File: config.mk
export PLATFORM = sky130hd
export DESIGN_NAME = dispatch_queue
export DESIGN_NICKNAME = d
export VERILOG_FILES = /design/src/rtl/dispatch_queue.sv
export SDC_FILE = /design/constraint.sdc
export NUM_CORES = 1
export LEC_CHECK = 0
export CAP_MARGIN = 0
export CORE_ASPECT_RATIO = 1.4
export CORE_UTILIZATION = 62
export CTS_BUF_LIST = sky130_fd_sc_hd__clkbuf_8
export DETAILED_ROUTE_END_ITERATION = 10
export MAX_ROUTING_LAYER = met4
export PLACE_DENSITY = 0.94
export REMOVE_ABC_BUFFERS = 1
export SLEW_MARGIN = 20
export SYNTH_ARGS = -nofsm -noshare
export SYNTH_HDL_FRONTEND = slang
export SYNTH_SLANG_ARGS = --single-unit
File: constraint.sdc
create_clock -name clk -period 7.3 [get_ports clk]
set_input_delay 1.46 -clock clk [delete_from_list [all_inputs] [get_ports clk]]
set_output_delay 1.46 -clock clk [all_outputs]
set_load 0.005 [all_outputs]
File: src/rtl/dispatch_queue.sv
// In-order dispatch queue between decode and the reservation stations.
// Snoops the CDB so queued sources wake up before they reach the head.
module dispatch_queue #(
    parameter int XLEN        = 32,
    parameter int NUM_RS      = 4,
    parameter int DQ_DEPTH    = 4,
    parameter int ROB_TAG_LEN = 3,
    parameter int FUNC_W      = 4,
    parameter int FU_W        = $clog2(NUM_RS)
) (
    input  logic                        clk,
    input  logic                        reset,
    input  logic                        in_valid,
    output logic                        in_ready,
    input  logic [FU_W-1:0]             in_fu,
    input  logic [FUNC_W-1:0]           in_func,
    input  logic [XLEN-1:0]             in_imm,
    input  logic [XLEN-1:0]             in_pc,
    input  logic [4:0]                  in_dest_reg,
    input  logic                        in_src1_ready,
    input  logic [ROB_TAG_LEN-1:0]      in_src1_tag,
    input  logic [XLEN-1:0]             in_src1_value,
    input  logic                        in_src2_ready,
    input  logic [ROB_TAG_LEN-1:0]      in_src2_tag,
    input  logic [XLEN-1:0]             in_src2_value,
    input  logic                        cdb_valid,
    input  logic [ROB_TAG_LEN-1:0]      cdb_tag,
    input  logic [XLEN-1:0]             cdb_value,
    input  logic                        flush,
    input  logic                        rob_alloc_ready,
    input  logic [ROB_TAG_LEN-1:0]      rob_alloc_tag,
    output logic                        rob_alloc,
    output logic [4:0]                  rob_dest_reg,
    input  logic [NUM_RS-1:0]           rs_full,
    output logic [NUM_RS-1:0]           rs_load,
    output logic [FUNC_W-1:0]           out_func,
    output logic [XLEN-1:0]             out_imm,
    output logic [XLEN-1:0]             out_pc,
    output logic [ROB_TAG_LEN-1:0]      out_tag_dest,
    output logic                        out_src1_ready,
    output logic [ROB_TAG_LEN-1:0]      out_src1_tag,
    output logic [XLEN-1:0]             out_src1_value,
    output logic                        out_src2_ready,
    output logic [ROB_TAG_LEN-1:0]      out_src2_tag,
    output logic [XLEN-1:0]             out_src2_value,
    output logic [$clog2(DQ_DEPTH):0]   count,
    output logic                        err_fu
);

    localparam int PTR_W = $clog2(DQ_DEPTH);
    localparam int CNT_W = PTR_W + 1;

    logic [FU_W-1:0]        q_fu     [DQ_DEPTH];
    logic [FUNC_W-1:0]      q_func   [DQ_DEPTH];
    logic [XLEN-1:0]        q_imm    [DQ_DEPTH];
    logic [XLEN-1:0]        q_pc     [DQ_DEPTH];
    logic [4:0]             q_dest   [DQ_DEPTH];
    logic                   q_s1_rdy [DQ_DEPTH];
    logic [ROB_TAG_LEN-1:0] q_s1_tag [DQ_DEPTH];
    logic [XLEN-1:0]        q_s1_val [DQ_DEPTH];
    logic                   q_s2_rdy [DQ_DEPTH];
    logic [ROB_TAG_LEN-1:0] q_s2_tag [DQ_DEPTH];
    logic [XLEN-1:0]        q_s2_val [DQ_DEPTH];

    logic [PTR_W-1:0] head;
    logic [PTR_W-1:0] tail;

    logic              accept;
    logic              fu_legal;
    logic              push;
    logic              fire;
    logic [NUM_RS-1:0] head_sel;
    logic              in_s1_hit;
    logic              in_s2_hit;
    logic              hd_s1_hit;
    logic              hd_s2_hit;

    assign in_ready = (count != CNT_W'(DQ_DEPTH)) && !flush;
    assign accept   = in_valid && in_ready;
    assign fu_legal = 32'(in_fu) < NUM_RS;
    assign push     = accept && fu_legal;

    // Only legal FU codes are ever stored, so the shift never overflows.
    assign head_sel = NUM_RS'(1) << q_fu[head];
    assign fire     = (count != '0) && !(|(rs_full & head_sel))
                      && rob_alloc_ready && !flush;

    assign rs_load      = fire ? head_sel : '0;
    assign rob_alloc    = fire;
    assign out_tag_dest = rob_alloc_tag;
    assign rob_dest_reg = q_dest[head];
    assign out_func     = q_func[head];
    assign out_imm      = q_imm[head];
    assign out_pc       = q_pc[head];

    assign in_s1_hit = !in_src1_ready && cdb_valid && (cdb_tag == in_src1_tag);
    assign in_s2_hit = !in_src2_ready && cdb_valid && (cdb_tag == in_src2_tag);

    // Same-cycle CDB bypass so a head woken this cycle need not wait.
    assign hd_s1_hit = !q_s1_rdy[head] && cdb_valid
                       && (cdb_tag == q_s1_tag[head]);
    assign hd_s2_hit = !q_s2_rdy[head] && cdb_valid
                       && (cdb_tag == q_s2_tag[head]);

    assign out_src1_ready = q_s1_rdy[head] || hd_s1_hit;
    assign out_src1_tag   = q_s1_tag[head];
    assign out_src1_value = hd_s1_hit ? cdb_value : q_s1_val[head];
    assign out_src2_ready = q_s2_rdy[head] || hd_s2_hit;
    assign out_src2_tag   = q_s2_tag[head];
    assign out_src2_value = hd_s2_hit ? cdb_value : q_s2_val[head];

    always_ff @(posedge clk or negedge reset) begin
        if (!reset) begin
            head   <= '0;
            tail   <= '0;
            count  <= '0;
            err_fu <= 1'b0;
        end else begin
            if (accept && !fu_legal)
                err_fu <= 1'b1;
            if (flush) begin
                head  <= '0;
                tail  <= '0;
                count <= '0;
            end else begin
                if (push)
                    tail <= tail + PTR_W'(1);
                if (fire)
                    head <= head + PTR_W'(1);
                if (push && !fire)
                    count <= count + CNT_W'(1);
                else if (!push && fire)
                    count <= count - CNT_W'(1);
            end
        end
    end

    // Payload needs no reset: occupancy alone decides which slots are live.
    always_ff @(posedge clk) begin
        for (int i = 0; i < DQ_DEPTH; i++) begin
            if (!q_s1_rdy[i] && cdb_valid && (cdb_tag == q_s1_tag[i])) begin
                q_s1_rdy[i] <= 1'b1;
                q_s1_val[i] <= cdb_value;
            end
            if (!q_s2_rdy[i] && cdb_valid && (cdb_tag == q_s2_tag[i])) begin
                q_s2_rdy[i] <= 1'b1;
                q_s2_val[i] <= cdb_value;
            end
        end
        if (push) begin
            q_fu[tail]     <= in_fu;
            q_func[tail]   <= in_func;
            q_imm[tail]    <= in_imm;
            q_pc[tail]     <= in_pc;
            q_dest[tail]   <= in_dest_reg;
            q_s1_rdy[tail] <= in_src1_ready || in_s1_hit;
            q_s1_tag[tail] <= in_src1_tag;
            q_s1_val[tail] <= in_s1_hit ? cdb_value : in_src1_value;
            q_s2_rdy[tail] <= in_src2_ready || in_s2_hit;
            q_s2_tag[tail] <= in_src2_tag;
            q_s2_val[tail] <= in_s2_hit ? cdb_value : in_src2_value;
        end
    end

endmodule
Word level (Yosys, flattened, before mapping)
Memories as Yosys holds them, arrays and structs flattened.
Cells that the tools add are included.

storage, ports and cells
  flip-flop bits (word level) = 7
  input port bits = 195
  output and inout port bits = 158
  word-level logic and storage cells = 119
  memories = 11
  memory bits (writable) = 588

operators by class
  equality and inequality tests = 13
  reductions and logical operators = 56
  add/sub/neg operators = 4
  mux-type cells = 30
  bitwise logic cells = 1
  shift operators = 1

memory list
  memory       depth  bits a word  rd ports  clocked after Yosys merged registers in  wr ports  RTL line  RTL
  q_imm        4      32           1         0                                        1         55        logic [XLEN-1:0] q_imm [DQ_DEPTH];
  q_pc         4      32           1         0                                        1         56        logic [XLEN-1:0] q_pc [DQ_DEPTH];
  q_s1_val     4      32           1         0                                        5         60        logic [XLEN-1:0] q_s1_val [DQ_DEPTH];
  q_s2_val     4      32           1         0                                        5         63        logic [XLEN-1:0] q_s2_val [DQ_DEPTH];
  q_dest       4      5            1         0                                        1         57        logic [4:0] q_dest [DQ_DEPTH];
  q_func       4      4            1         0                                        1         54        logic [FUNC_W-1:0] q_func [DQ_DEPTH];
  +5 memories  n/a    n/a          n/a       n/a                                      n/a       n/a

operators by type and width
  kind                 count
  $mux 32              4
  $eq 3x3->1           12
  $logic_and 1x1->1    31
  $mux 1               18
  $logic_not 1->1      16
  $mux 3               3
  $mux 2               4
  $reduce_bool 3->1    2
  $add 2x1->2 const B  2
  $and 4x4->4          1
  $logic_or 1x1->1     4
  $mux 4               1
  $reduce_bool 2->1    2
  $reduce_or 4->1      1
  $shl 1x2->4 const A  1
  $add 3x1->3 const B  1
  $ne 3x3->1 const B   1
  $sub 3x1->3 const B  1

Logic depth before layout (Yosys ltp)
An unclocked memory read counts as a cell.

  word-level depth = 12
  depth in mapped cells = 12
  gate-level depth less buffers = 9

Least setup slack after synthesis
No wires, ideal clock.

  path type = input to register
  from = input port cdb_tag[0]
  to = memory q_s1_val[0][0], enable pin
  cell stages on the path = 4
  setup slack = 2,205 ps
  arrival time = 4,623 ps
  buffers on the path = 1
  setup time = 472 ps
  data required time = 6,828 ps
  path through = buf_1 -> xnor2_1 -> nand3b_1 -> o31ai_1

RTL lines
  element      RTL line  RTL
  from (decl)  27        input logic [ROB_TAG_LEN-1:0] cdb_tag,
  to (decl)    60

Worst setup path in the final report
  from = register head[0]
  to = output port rs_load[3]

between the ends
  cells in the longest elaborated chain, start to end = 9

RTL lines
  element                          RTL line  RTL
  from (decl)                      65        logic [PTR_W-1:0] head;
  from (signal assigned)           129       head <= head + PTR_W'(1);
  $mem_v2 4x2 (*)                  n/a
  $shl 1x2->4 (*)                  84        assign head_sel = NUM_RS'(1) << q_fu[head];
  $and 4x4->4                      85        assign fire = (count != '0) && !(|(rs_full & head_sel))
  $reduce_or 4->1                  85
  $logic_not 1->1                  85
  $logic_and 1x1->1                85
  $logic_and 1x1->1 (2 in series)  86        && rob_alloc_ready && !flush;
  $mux 4 (*)                       88        assign rs_load = fire ? head_sel : '0;
  to (decl)                        35        output logic [NUM_RS-1:0] rs_load,

Mark *: on every way between the ends. The rest lies on a longest branch, timed or not.

==> impl_results.md <==
* Die area at 43,800 sq um
* Gpl congestion at 0.844
* Slew headroom at 34.7%
* Slowest stage delay, CP at 0.89 ns
* Share of cells above drive strength 1 at 36.8%
* Post-synth top cells: 580 x edfxtp_1, 263 x mux2_2, 147 x mux4_2, 58 x mux2_4, 42 x buf_1
* Post-DR vias/cell at 6.27
* Cell family with most CP delay: buffers and inverters
* CP max-delay cell: dfrtp_4
* Cell Chain, Critical Path: buf_4 > mux4_2 > mux2i_2 > nor2_1 > or4_1 > nor2_1 > clkdlybuf4s50_1
* Buffers & Inverters on Critical Path at 2
* Yosys reg bits at 595
* VDD IR-drop max at 0.283 mV
* Wire per inst at 27.1 microns
* Number of port buffers at 345
* Final wirelength at 62.3 mm
* CTS Sinks at 595
* Fin Hold WS at 0.496 ns
* Logic pwr share at 25.6%
* CTS tree: yes
* Clk slew on worst S/H paths at 0.06 ns
* Total CTS buffers at 85
* RSZ-0062 raised after global routing: no
* CTS Hold Bufs at 0
* Syn Std Cell Area at 26,600 sq um
* Total GRT Usage at 29.8%
* Initial antenna violation count at 5
* Top cell type's share of synthesized area at 65.4%
* H-Tree Depth at 3
* Total power at 8.91 mW
* Crit path kind: flop to primary output
* Most numerous cell in the Yosys netlist: edfxtp_1
* Library cells used by synthesis at 45
* Clk root buf: clkbuf_8
* Total grt overflow at 0
* Post-synthesis async set-or-reset flop share at 1.18%
* Initial Util at 63.1%
* MaxCap Viol Count at 0
* First-pass GRT wire length at 92.2 mm
* Net Sw Frac at 25.9%
* Clock Skews at 0.0222 ns
* DIE HEIGHT at 247 microns
* # Post-CTS Setup Buffers at 0
* Die W at 177 microns
* Pint at 6.60 mW
* Register area share after synthesis at 66.7%
* Crit path time final at 6.08 ns
* Largest net degree at the start of global routing at 55
* Psw at 2.31 mW
* Area leader, netlist: edfxtp_1
* CP Launch Type: flop
* Clock Path Buffers at 3
* # IOs at 353
* Fmax at 165 MHz
* DRT antenna net count at 0
* Layout area overhead at 20.9%
* Yosys warnings at 0
* Data arrival, critical path at 4.62 ns
* Drt first-iter violations at 1,232
* Most frequent cell on the critical path: nor2_1
* Pre-CTS setup slack at 1.33 ns
* Via count at 14,400
* Final setup violation count at 0
* Syn Area/Cell at 20.1 sq um
* Tcrit/Tclk final at 83.3%
* Static Leak at 10.6 nW
* Area contributors post-synth: edfxtp_1 65%, mux4_2 12%, mux2_2 11%
* Sequential share of power at 47.1%
* Worst setup margin at 1.22 ns
* Cell count after synthesis at 1,323
* Final nets at 1,884
* Core Region at 42,200 sq um
* CP endpoint kind: primary output
* Slew Viols, Final at 0
* Pwr Density at 277 nW/um^2
* Number of global-route vias before repair at 15,500
* Status: complete, no violations
* Final Hold Viols at 0
* Clk pwr share at 27.2%
* Post-DP HPWL at 37.9 mm
* CP Max Fanout at 45
* EDFF count, synth at 580
* Hold Crit Class: flop to flop
* Predominant post-synthesis flop cell: edfxtp_1
* Worst skew pair latency at 0.65 ns
* Worst Path Required at 5.84 ns
* # DRC at 0
* Post-CTS sizing at 0
* Worst slew pin tran at 0.979 ns
* Row cnt at 89
* Fill count at 2,230
* TritonRoute pass-1 iters at 5
flip-flops by register name, summed over array words and instances, names as in the netlist, 8 cells and up:
register / count
q_imm: 128
q_s1_val: 128
q_pc: 128
q_s1_tag: 12
q_fu: 8
q_func: 16
q_dest: 20
q_s2_val: 128
q_s2_tag: 12
cell type report:
| type | instances | area, sq um | area share [%] |
|---|---|---|---|
| diodes | 5 | 12.5 | 0.0389 |
| flip-flops and latches | 595 | 17800 | 55.2 |
| inverters | 11 | 46.3 | 0.144 |
| multi-input cells | 611 | 8410 | 26.1 |
| well taps | 546 | 683 | 2.12 |
| clock buffers | 91 | 1250 | 3.89 |
| repair buffers | 380 | 3720 | 11.5 |
| clock inverters | 60 | 302 | 0.937 |
power groups by stage:
stage / clock network [mW] / logic (mW) / registers (mW)
after global placement: 0 / 2.23 / 4.24
after detailed placement: 0 / 2.27 / 4.26
after CTS: 2.46 / 2.31 / 4.20
final: 2.42 / 2.28 / 4.20
after floorplan: 0 / 1.26 / 4.33
after global routing: 2.60 / 2.42 / 4.22
final timing paths:
| kind | start | endpoint | slack [ns] | cells after the start |
|---|---|---|---|---|
| worst max-delay path | head[0] | rs_load[3] | 1.22 | 7 |
| worst min-delay path | q_s2_rdy[3] | q_s2_rdy[3] | 0.50 | 1 |
| worst max register to register | head[0] | count[2] | 3.16 | 10 |
| worst min register to register | q_s2_rdy[3] | q_s2_rdy[3] | 0.50 | 1 |
| max in group asynchronous | reset | head[0] | 5.90 | 1 |
| min in group asynchronous | reset | count[1] | 1.10 | 1 |
per-stage QoR:
| stage | util [%] | setup TNS [ns] | area [sq um] | cells |
|---|---|---|---|---|
| after global routing | 76.2 | 0 | 32200 | 2299 |
| final | 76.2 | 0 | 32200 | 2299 |
| after floorplan | - | -188.80 | 26000 | 1217 |
| after global placement | 72.5 | 0 | 30600 | 2143 |
| after CTS | 76.2 | 0 | 32200 | 2294 |
| after detailed placement | 72.5 | 0 | 30600 | 2143 |
cells by family after synthesis:
group / count (synthesis) / share of synthesized area [%]
XOR/XNOR: 39 / 1.28
buffers and inverters: 117 / 2.36
other: 1 / 0.0141
flip-flops: 595 / 66.7
adder cells (fa/ha/maj): 5 / 0.263
AO/OA/AOI/OAI: 32 / 0.945
AND/OR/NAND/NOR: 57 / 1.23
multiplexers: 477 / 27.2
placed cells by master (no fill, tap or decap), drive strengths merged, types with 2 or more instances in the layout:
| cell type | n |
|---|---|
| nand2 | 6 |
| a21oi | 3 |
| nand3 | 3 |
| o31ai | 9 |
| inv | 42 |
| mux2 | 321 |
| xor2 | 23 |
| o22a | 8 |
| xnor2 | 16 |
| clkinv | 26 |
| or2 | 2 |
| clkinvlp | 2 |
| nor3 | 4 |
| buf | 35 |
| edfxtp | 580 |
| mux2i | 9 |
| nor2 | 19 |
| clkbuf | 91 |
| nand3b | 11 |
| mux4 | 147 |
| clkdlybuf4s50 | 345 |
| or3 | 2 |
| diode | 5 |
| a211oi | 2 |
| dfxtp | 8 |
| o21ai | 3 |
| ha | 4 |
| nor4b | 2 |
| nor3b | 2 |
| nand2b | 3 |
| dfrtp | 7 |
per-layer routing:
| metal | GRT usage, % | part of all wire (%) | vias to the layer above | wire, microns |
|---|---|---|---|---|
| met5 | - | 0 | - | 0 |
| met4 | 9.89 | 2.1 | 0 | 1290 |
| met3 | 6.49 | 8.4 | 83 | 5250 |
| met2 | 50.7 | 53 | 754 | 33100 |
| met1 | 35.2 | 36 | 7440 | 22700 |
| li1 | - | - | 6135 | - |
Power figures use the tool's default switching activity.
